$ cat config.mk
export PLATFORM = sky130hd
export DESIGN_NAME = cert_chain_responder
export DESIGN_NICKNAME = d
export VERILOG_FILES = /design/src/rtl/cert_chain_responder.sv
export SDC_FILE = /design/constraint.sdc
export NUM_CORES = 2
export LEC_CHECK = 0
export ABC_AREA = 1
export CAP_MARGIN = 20
export CORE_AREA = 2 2 305 307
export CTS_BUF_LIST = sky130_fd_sc_hd__clkbuf_4 sky130_fd_sc_hd__clkbuf_8 sky130_fd_sc_hd__clkbuf_16
export CTS_CLUSTER_SIZE = 12
export DETAILED_ROUTE_END_ITERATION = 12
export DIE_AREA = 0 0 307 309
export GPL_ROUTABILITY_DRIVEN = 0
export HOLD_SLACK_MARGIN = 0.05
export PLACE_DENSITY = 0.68
export SYNTH_ARGS = -nofsm -noshare
export SYNTH_HDL_FRONTEND = slang
export SYNTH_SLANG_ARGS = --single-unit
$ cat constraint.sdc
create_clock -name clk -period 4.8 [get_ports clk]
set_clock_uncertainty 0.05 [all_clocks]
set_input_delay 0.48 -clock clk [delete_from_list [all_inputs] [get_ports clk]]
set_output_delay 0.48 -clock clk [all_outputs]
set_load 0.01 [all_outputs]
$ cat src/rtl/cert_chain_responder.sv
`default_nettype none
// ============================================================================
//  Module   : cert_chain_responder
//  Purpose  : Answers GET_CERTIFICATE requests by reading a window of a
//             certificate chain from byte-wide slot memory and returning it
//             as one response beat (header + payload + length).
//  Revision : 1.0 - initial release
// ----------------------------------------------------------------------------
//  Ports
//    clk, reset           rising-edge clock, synchronous active-high reset
//    Enable               responder enabled (low -> ERROR/Busy)
//    req_valid/req_ready  request handshake, req_msg = 64-bit request
//    slot_valid/slot_len  per-slot populated flag and chain length (16b/slot)
//    mem_rd_en/mem_addr   memory read port, mem_rd_data valid one cycle later
//    resp_valid/ready     response handshake
//    header/payload/resp_len  response contents, held until next decode
//    Ack_out              one-cycle pulse when a response is consumed
// ============================================================================
module cert_chain_responder #(
  parameter int SLOT_W      = 3,
  parameter int SLOT_AW     = 11,
  parameter int CHUNK_BYTES = 64
) (
  input  logic                        clk,
  input  logic                        reset,
  input  logic                        Enable,
  input  logic                        req_valid,
  output logic                        req_ready,
  input  logic [63:0]                 req_msg,
  input  logic [(2**SLOT_W)-1:0]      slot_valid,
  input  logic [(2**SLOT_W)*16-1:0]   slot_len,
  output logic                        mem_rd_en,
  output logic [SLOT_W+SLOT_AW-1:0]   mem_addr,
  input  logic [7:0]                  mem_rd_data,
  output logic                        resp_valid,
  input  logic                        resp_ready,
  output logic [31:0]                 header,
  output logic [CHUNK_BYTES*8-1:0]    payload,
  output logic [15:0]                 resp_len,
  output logic                        Ack_out
);

  localparam int              c_ADDR_W     = SLOT_W + SLOT_AW;
  localparam logic [16:0]     c_SLOT_DEPTH = 17'(2**SLOT_AW);
  localparam logic [15:0]     c_CHUNK      = 16'(CHUNK_BYTES);
  localparam logic [c_ADDR_W-1:0] c_ADDR_ONE = {{(c_ADDR_W-1){1'b0}}, 1'b1};

  typedef enum logic [2:0] {
    ST_IDLE   = 3'd0,
    ST_DECODE = 3'd1,
    ST_FETCH  = 3'd2,
    ST_DRAIN  = 3'd3,
    ST_RESP   = 3'd4
  } state_t;

  state_t       r_state;
  logic [7:0]   r_ver;
  logic [7:0]   r_type;
  logic [7:0]   r_slot;
  logic [15:0]  r_offset;
  logic [15:0]  r_length;
  logic         r_en;
  logic         r_slot_ok;     // slot in range and populated, sampled at accept
  logic [15:0]  r_slot_len;    // chain length of the addressed slot, sampled at accept
  logic [15:0]  r_n;
  logic [15:0]  r_idx;         // index of the read currently on the memory port
  logic         r_cap_vld;     // mem_rd_data carries the byte for r_cap_idx
  logic [15:0]  r_cap_idx;

  // Request fields that never influence the response.
  logic w_unused_param2;
  assign w_unused_param2 = &{1'b0, req_msg[31:24]};

  // Slot lookups happen at acceptance so later changes to the slot table
  // cannot disturb a request that is already in flight.
  logic [7:0]        w_in_slot;
  logic [SLOT_W-1:0] w_slot_idx;
  logic              w_slot_in_range;
  assign w_in_slot       = req_msg[23:16];
  assign w_slot_idx      = w_in_slot[SLOT_W-1:0];
  assign w_slot_in_range = ((w_in_slot >> SLOT_W) == 8'd0);

  // Effective chain length is clipped to the physical slot depth.
  logic [16:0] w_eff_len;
  logic [16:0] w_remain;
  logic [15:0] w_chunk_lim;
  logic [15:0] w_n;
  assign w_eff_len   = ({1'b0, r_slot_len} < c_SLOT_DEPTH) ? {1'b0, r_slot_len} : c_SLOT_DEPTH;
  assign w_remain    = w_eff_len - {1'b0, r_offset};
  assign w_chunk_lim = (r_length < c_CHUNK) ? r_length : c_CHUNK;
  assign w_n         = ({1'b0, w_chunk_lim} <= w_remain) ? w_chunk_lim : w_remain[15:0];

  // First matching check decides the error code; 0 means success.
  logic [7:0] w_err_code;
  always_comb begin
    w_err_code = 8'h00;
    if (!r_en)                                w_err_code = 8'h03;
    else if (r_ver != 8'h01)                  w_err_code = 8'h02;
    else if (r_type != 8'h82)                 w_err_code = 8'h01;
    else if (!r_slot_ok)                      w_err_code = 8'h01;
    else if ({1'b0, r_offset} >= w_eff_len)   w_err_code = 8'h01;
    else if (r_length == 16'd0)               w_err_code = 8'h01;
  end

  assign req_ready = (r_state == ST_IDLE) && !reset;
  assign Ack_out   = resp_valid && resp_ready && !reset;

  always_ff @(posedge clk) begin
    if (reset) begin
      r_state    <= ST_IDLE;
      r_ver      <= 8'h00;
      r_type     <= 8'h00;
      r_slot     <= 8'h00;
      r_offset   <= 16'h0000;
      r_length   <= 16'h0000;
      r_en       <= 1'b0;
      r_slot_ok  <= 1'b0;
      r_slot_len <= 16'h0000;
      r_n        <= 16'h0000;
      r_idx      <= 16'h0000;
      r_cap_vld  <= 1'b0;
      r_cap_idx  <= 16'h0000;
      mem_rd_en  <= 1'b0;
      mem_addr   <= '0;
      resp_valid <= 1'b0;
      header     <= 32'h0000_0000;
      payload    <= '0;
      resp_len   <= 16'h0000;
    end else begin
      // Land the byte returned for the previous cycle's read.
      if (r_cap_vld) begin
        for (int i = 0; i < CHUNK_BYTES; i++) begin
          if (r_cap_idx == 16'(i)) payload[8*i +: 8] <= mem_rd_data;
        end
      end

      case (r_state)
        ST_IDLE: begin
          if (req_valid) begin
            r_ver      <= req_msg[7:0];
            r_type     <= req_msg[15:8];
            r_slot     <= req_msg[23:16];
            r_offset   <= req_msg[47:32];
            r_length   <= req_msg[63:48];
            r_en       <= Enable;
            r_slot_ok  <= w_slot_in_range && slot_valid[w_slot_idx];
            r_slot_len <= slot_len[{w_slot_idx, 4'b0000} +: 16];
            r_state    <= ST_DECODE;
          end
        end

        ST_DECODE: begin
          payload <= '0;
          if (w_err_code != 8'h00) begin
            header     <= {8'h00, w_err_code, 8'h7F, 8'h01};
            resp_len   <= 16'h0000;
            resp_valid <= 1'b1;
            r_state    <= ST_RESP;
          end else begin
            header    <= {8'h00, r_slot, 8'h02, 8'h01};
            resp_len  <= w_n;
            r_n       <= w_n;
            r_idx     <= 16'h0000;
            mem_rd_en <= 1'b1;
            mem_addr  <= {r_slot[SLOT_W-1:0], r_offset[SLOT_AW-1:0]};
            r_state   <= ST_FETCH;
          end
        end

        ST_FETCH: begin
          r_cap_vld <= 1'b1;
          r_cap_idx <= r_idx;
          if (r_idx == r_n - 16'd1) begin
            mem_rd_en <= 1'b0;
            r_state   <= ST_DRAIN;
          end else begin
            // The window never crosses the slot boundary, so the carry
            // cannot reach the slot field.
            r_idx    <= r_idx + 16'd1;
            mem_addr <= mem_addr + c_ADDR_ONE;
          end
        end

        ST_DRAIN: begin
          r_cap_vld  <= 1'b0;
          resp_valid <= 1'b1;
          r_state    <= ST_RESP;
        end

        ST_RESP: begin
          if (resp_ready) begin
            resp_valid <= 1'b0;
            r_state    <= ST_IDLE;
          end
        end

        default: begin
          r_state    <= ST_IDLE;
          mem_rd_en  <= 1'b0;
          resp_valid <= 1'b0;
          r_cap_vld  <= 1'b0;
        end
      endcase
    end
  end

endmodule
`default_nettype wire

# Yosys cells after proc, flatten, opt, wreduce, memory -nomap -nowiden
# Cells that the tools add are included.
# classes
addsub,4
magnitude_cmp,5
n_eq_ne,76
n_shift,1
muxes,31
bitwise_logic,3
n_reduce_logical,85
# ops
op,count
$eq A16 B6 Y1 const B,32
$eq A16 B5 Y1 const B,16
$reduce_and A2 Y1,66
$eq A16 B4 Y1 const B,8
$shiftx A128 B8 Y16,1
$mux W16,6
$eq A16 B3 Y1 const B,4
$eq A16 B2 Y1 const B,2
$logic_not A16 Y1,2
$pmux W16 S2,1
$mux W14,2
$pmux W14 S2,1
$mux W24,1
$le A16 B17 Y1,1
$sub A16 B16 Y17,1
$add A16 B1 Y16 const B,1
$eq A16 B1 Y1 const B,1
$eq A16 B16 Y1,1
$ge A16 B16 Y1,1
$lt A16 B12 Y1 const B,1
$lt A16 B7 Y1 const B,1
$sub A16 B1 Y16 const B,1
$pmux W3 S5,1
$add A14 B1 Y14 const B,1
25 further kinds,52
# totals
register_bits,702
input_bits,213
out_inout_bits,578
elab_cells,287

# Logic depth before layout (Yosys ltp)
# logic_depth
word_depth,11
ltp_mapped,26
ltp_nobuf,26

# Worst setup path after synthesis
# No wires, ideal clock.
# synth_path
kind,register -> register
startpoint,reg r_slot_len[15]
endpoint,reg r_n[2]
setup_time_ns,0.115
arrival_ns,3.917
required_time_ns,4.635
path_slack_ns,0.718
stages_incl_launch_ff,24
path_buffers,0
period_less_slack_ns,4.082
path_cell_list,dfxtp_1 or4_1 nor2_1 nand2_1 ha_1 fa_1 inv_1 nand3_1 nand2_1 nand2_1 o211ai_1 a21boi_0 o21ai_0 xor2_1 ha_1 inv_1 nor3_1 nand3_1 nor4b_1 a21oi_2 nand2_2 o21ai_0 nand3_1 nand2_1
# synth_via
elab_chain_len,11
word_cells_on_any_way,14
cone_classes,add/sub: 1; order compare: 3; mux: 7; bitwise: 1; reduce/logical: 2
# synth_rtl
item,line_no,rtl
start: declaration,64,logic [15:0] r_slot_len;
start signal: assignment,147,"r_slot_len <= slot_len[{w_slot_idx, 4'b0000} +: 16];"
$lt A16 B12 Y1,88,"assign w_eff_len = ({1'b0, r_slot_len} < c_SLOT_DEPTH) ? {1'b0, r_slot_len} : c_SLOT_DEPTH;"
$mux W16 (*),88,
$ge A16 B16 Y1,101,"else if ({1'b0, r_offset} >= w_eff_len) w_err_code = 8'h01;"
$mux W1,101,
$mux W1,100,else if (!r_slot_ok) w_err_code = 8'h01;
$mux W1,99,else if (r_type != 8'h82) w_err_code = 8'h01;
$mux W2,98,else if (r_ver != 8'h01) w_err_code = 8'h02;
$mux W8,97,if (!r_en) w_err_code = 8'h03;
$reduce_bool A8 Y1,154,if (w_err_code != 8'h00) begin
$not A1 Y1 (no source line),n/a,
$reduce_and A2 Y1 (no source line),n/a,
end signal: assignment,162,r_n <= w_n;
end: declaration,65,logic [15:0] r_n;
# Mark *: on every way between the ends. The rest lies on a longest branch, timed or not.
# A chain may end at the register's enable or synchronous reset.

# Worst setup path after layout
# layout_path
startpoint,reg r_slot_len[15]
endpoint,reg r_n[11]
# The elaborated chain is that of the path after synthesis.

==> flow_summary_export.csv <==
group,metric,value,unit
outcome,status,"finished clean",
route,wirelength,109000,um
die,fp.dieH,309,um
die,dieArea,94900,sq um
sta,period_needed,4.42,ns
clock_tree,root_buffer,"clkbuf_16",
sta,relSlewSlack,26.8,%
route,drt_iter0_markers,2114,
hold_path,min_path_type,"in2reg",
hold_path,min_to,"r_length[13]",
cells_and_area,n_fill_cell,9143,
cells_and_area,multi_input_area,11300,sq um
critical_path,crit_path_max_fanout,10,
hold_path,min_from,"req_msg[61]",
logic_synthesis,synth_cell_type_count,48,
sta,finalHoldViolations,0,
sta,setup_viol,0,
logic_synthesis,ys.flop_type,"dfxtp_1",
logic_synthesis,ys_seq_elements,680,
route,vias,27400,
place,hpwlAfterDp,79800,um
critical_path,r2r-end,"r_n[11]",
die,coreArea,91400,sq um
cells_and_area,finalNonFillerCells,5798,
clock_tree,clock_sinks,680,
critical_path,critPathCaptureType,"flip-flop",
pwr,powerDensity,328,nW/um^2
clock_tree,cts_buffers,75,
global_route,overflow,0,
critical_path,reg2reg_setup_slack,0.38,ns
sta,fmax,226,MHz
clock_tree,cts_tree,"yes",
pwr,irDropWorstVdd,0.000222,V
cells_and_area,nNetsFinal,4807,
hold_path,whs_path_depth,3,
clock_tree,path_clk_slew,0.06,ns
logic_synthesis,yosysWarningCount,0,
sta,worstMarginPinSlew,1.10,ns
critical_path,rr_worst_depth,25,
cells_and_area,drive_above_1_share,4.62,%
clock_tree,h-tree-depth,3,
logic_synthesis,synth_cells,3933,
logic_synthesis,synth_area,28700,sq um
logic_synthesis,synthArstFlopShare,0,%
global_route,track_usage,21.9,%
critical_path,r2r_start,"r_slot_len[15]",
route,vias_per_cell,4.73,
cells_and_area,antenna_cells,0,
global_route,grt_pass1_vias,25300,
cells_and_area,seqCellArea,13600,sq um
global_route,grt_pass1_wl,159000,um
place,place_area,37000,sq um
place,dp.cells,5666,
logic_synthesis,synth_area_per_cell,7.30,sq um
sta,drv_slew,0,
logic_synthesis,synth-edff-count,0,
route,antenna_left,0,
route,drc_errors,0,
die,initial_core_util,31.4,%
global_route,grt_max_degree,150,
critical_path,crit_type,"reg2reg",
cells_and_area,syn2layout_area_growth,37.8,%
clock_tree,clock_path_buffers,3,
logic_synthesis,ys_seq_area_share,47.4,%
sta,period_share,92.1,%
global_route,antenna_found_initial,1,
critical_path,arrival,4.93,ns
die,io_pins,791,
pwr,leakage,14.2,nW
die,die_x,307,um
route,avgRoutedWirePerCell,18.8,um
cells_and_area,final_cell_area,39600,sq um
clock_tree,clk_latency,0.65,ns
die,placementRows,111,
place,io_buffer_count,766,
flow_run,maxCapViolations,0,
critical_path,crit_required,5.31,ns
critical_path,start_kind,"flip-flop",
route,drt_pre_antenna_iters,6,
==> stage by stage <==
stage          setup TNS, ns  power, mW  worst slack, ns  hold slack [ns]  utilization (%)
2_1_floorplan              0       6.76            0.718            0.375                -
3_3_place_gp               0       7.25            0.341            0.380             40.5
3_5_place_dp               0       7.27            0.178            0.384             40.5
4_1_cts                    0       13.1            0.186            0.336             43.3
5_1_grt             -0.00454       13.5         -0.00454            0.371             43.3
6_report                   0       13.0            0.378            0.383             43.3
==> timing repair <==
| action | CTS | global route |
|---|---|---|
| setup buffers | 0 | 1 |
| hold buffers | 0 | 0 |
| setup endpoints to repair | 0 | 32 |
| resized for setup | 0 | 3 |
==> sequential cells by signal, indices dropped and copies added, names as in the netlist, 3 cells and up <==
name / flops
r_slot_len: 16
r_idx: 16
r_ver: 8
r_cap_idx: 16
r_type: 8
r_length: 16
r_state: 3
payload: 512
header: 10
r_slot: 8
r_offset: 16
r_n: 16
mem_addr: 14
resp_len: 16
==> synth_stat cells, drive strengths merged, types with 2 or more instances <==
master | instances | share of area, %
o211ai | 10 | 0.26
o21bai | 4 | 0.10
and2 | 2 | 0.044
a22oi | 2 | 0.052
nand3 | 111 | 1.9
clkbuf | 205 | 2.7
a21oi | 610 | 11
nor4 | 4 | 0.14
a21o | 5 | 0.13
xnor2 | 9 | 0.27
o21ai | 690 | 12
a211oi | 3 | 0.078
nor2 | 287 | 3.8
o221ai | 2 | 0.061
or2 | 4 | 0.087
inv | 720 | 9.4
xor2 | 30 | 0.92
nand3b | 6 | 0.16
nand4 | 16 | 0.35
o22ai | 31 | 0.68
nand2 | 346 | 4.7
buf | 76 | 1.5
a31oi | 3 | 0.065
nor3b | 3 | 0.078
dfxtp | 680 | 47
ha | 35 | 1.5
nor3 | 29 | 0.51
o21a | 2 | 0.052
==> report_power, final <==
part	leakage (nW)	internal, mW	switching, mW
registers	5.49	5.71	0.0296
logic	7.44	0.527	0.914
clock network	1.26	3.36	2.45
total	14.2	9.60	3.40
==> how the worst max path moves through the flow <==
stage / startpoint / slack, ns / to / cells past startpoint
after floorplan: r_slot_len[15] / 0.72 / r_n[2] / 23
after global placement: r_slot_len[15] / 0.34 / resp_len[5] / 23
after detailed placement: r_slot_len[15] / 0.18 / r_n[3] / 23
after CTS: r_slot_len[15] / 0.19 / r_n[11] / 23
after global routing: r_slot_len[15] / -0.005 / r_n[11] / 25
final: r_slot_len[15] / 0.38 / r_n[11] / 25
==> routing by layer <==
| layer | vias up | wire (um) | track usage (%) |
|---|---|---|---|
| met1 | 12400 | 43400 | 25.0 |
| met3 | 235 | 7400 | 4.97 |
| li1 | 13800 | - | - |
| met2 | 981 | 52200 | 37.8 |
| met5 | - | 0 | 0 |
| met4 | 0 | 6030 | 12.0 |
==> cell type report <==
cell class              count  share of cell area [%]
flip-flops and latches    680                    34.4
multi-input cells        2280                    28.6
inverters                 720                    6.85
clock buffers             114                    5.83
well taps                1186                    3.75
repair buffers            801                    20.0
clock inverters            17                   0.576
==> critical path, cell delays in order, from the launching register on <==
cell      delay [ns]
dfxtp_1         0.31
or4_1           0.51
nor2_1          0.19
buf_4           0.16
inv_2           0.07
nor2_1          0.12
ha_1            0.21
nand2_1         0.09
inv_1           0.08
nand3_1         0.08
nor3_1          0.20
a21oi_1         0.17
o21bai_1        0.18
inv_1           0.07
or2_2           0.27
nand2_1         0.10
inv_1           0.05
ha_1            0.26
and3_1          0.21
nand3_1         0.11
nor4b_2         0.06
a21oi_2         0.19
nand2_2         0.17
nor2_4          0.23
nand2_1         0.12
o21ai_0         0.10
==> cells in the final DEF (no fill, tap or decap), drive strengths merged, types with 4 or more instances in the layout <==
cell           count
a21o               5
a21oi            610
buf               44
clkbuf           114
clkdlybuf4s50    757
clkinv            14
conb              29
dfxtp            680
ha                35
inv              722
nand2            346
nand3            111
nand3b             6
nand4             16
nor2             287
nor3              29
nor4               4
o211ai            10
o21ai            690
o21bai             4
o22ai             31
or2                4
xnor2              9
xor2              30
==> kinds of logic (layout without fill, tap and decap cells) <==
family | Yosys count | after routing | share of synthesized area (%)
AO/OA/AOI/OAI | 1365 | 1365 | 24.3
XOR/XNOR | 39 | 39 | 1.19
adder cells (fa/ha/maj) | 36 | 36 | 1.60
buffers and inverters | 1001 | 1652 | 13.6
flip-flops | 680 | 680 | 47.4
other | 1 | 29 | 0.0131
AND/OR/NAND/NOR | 811 | 811 | 11.9
Power figures use the tool's default switching activity.
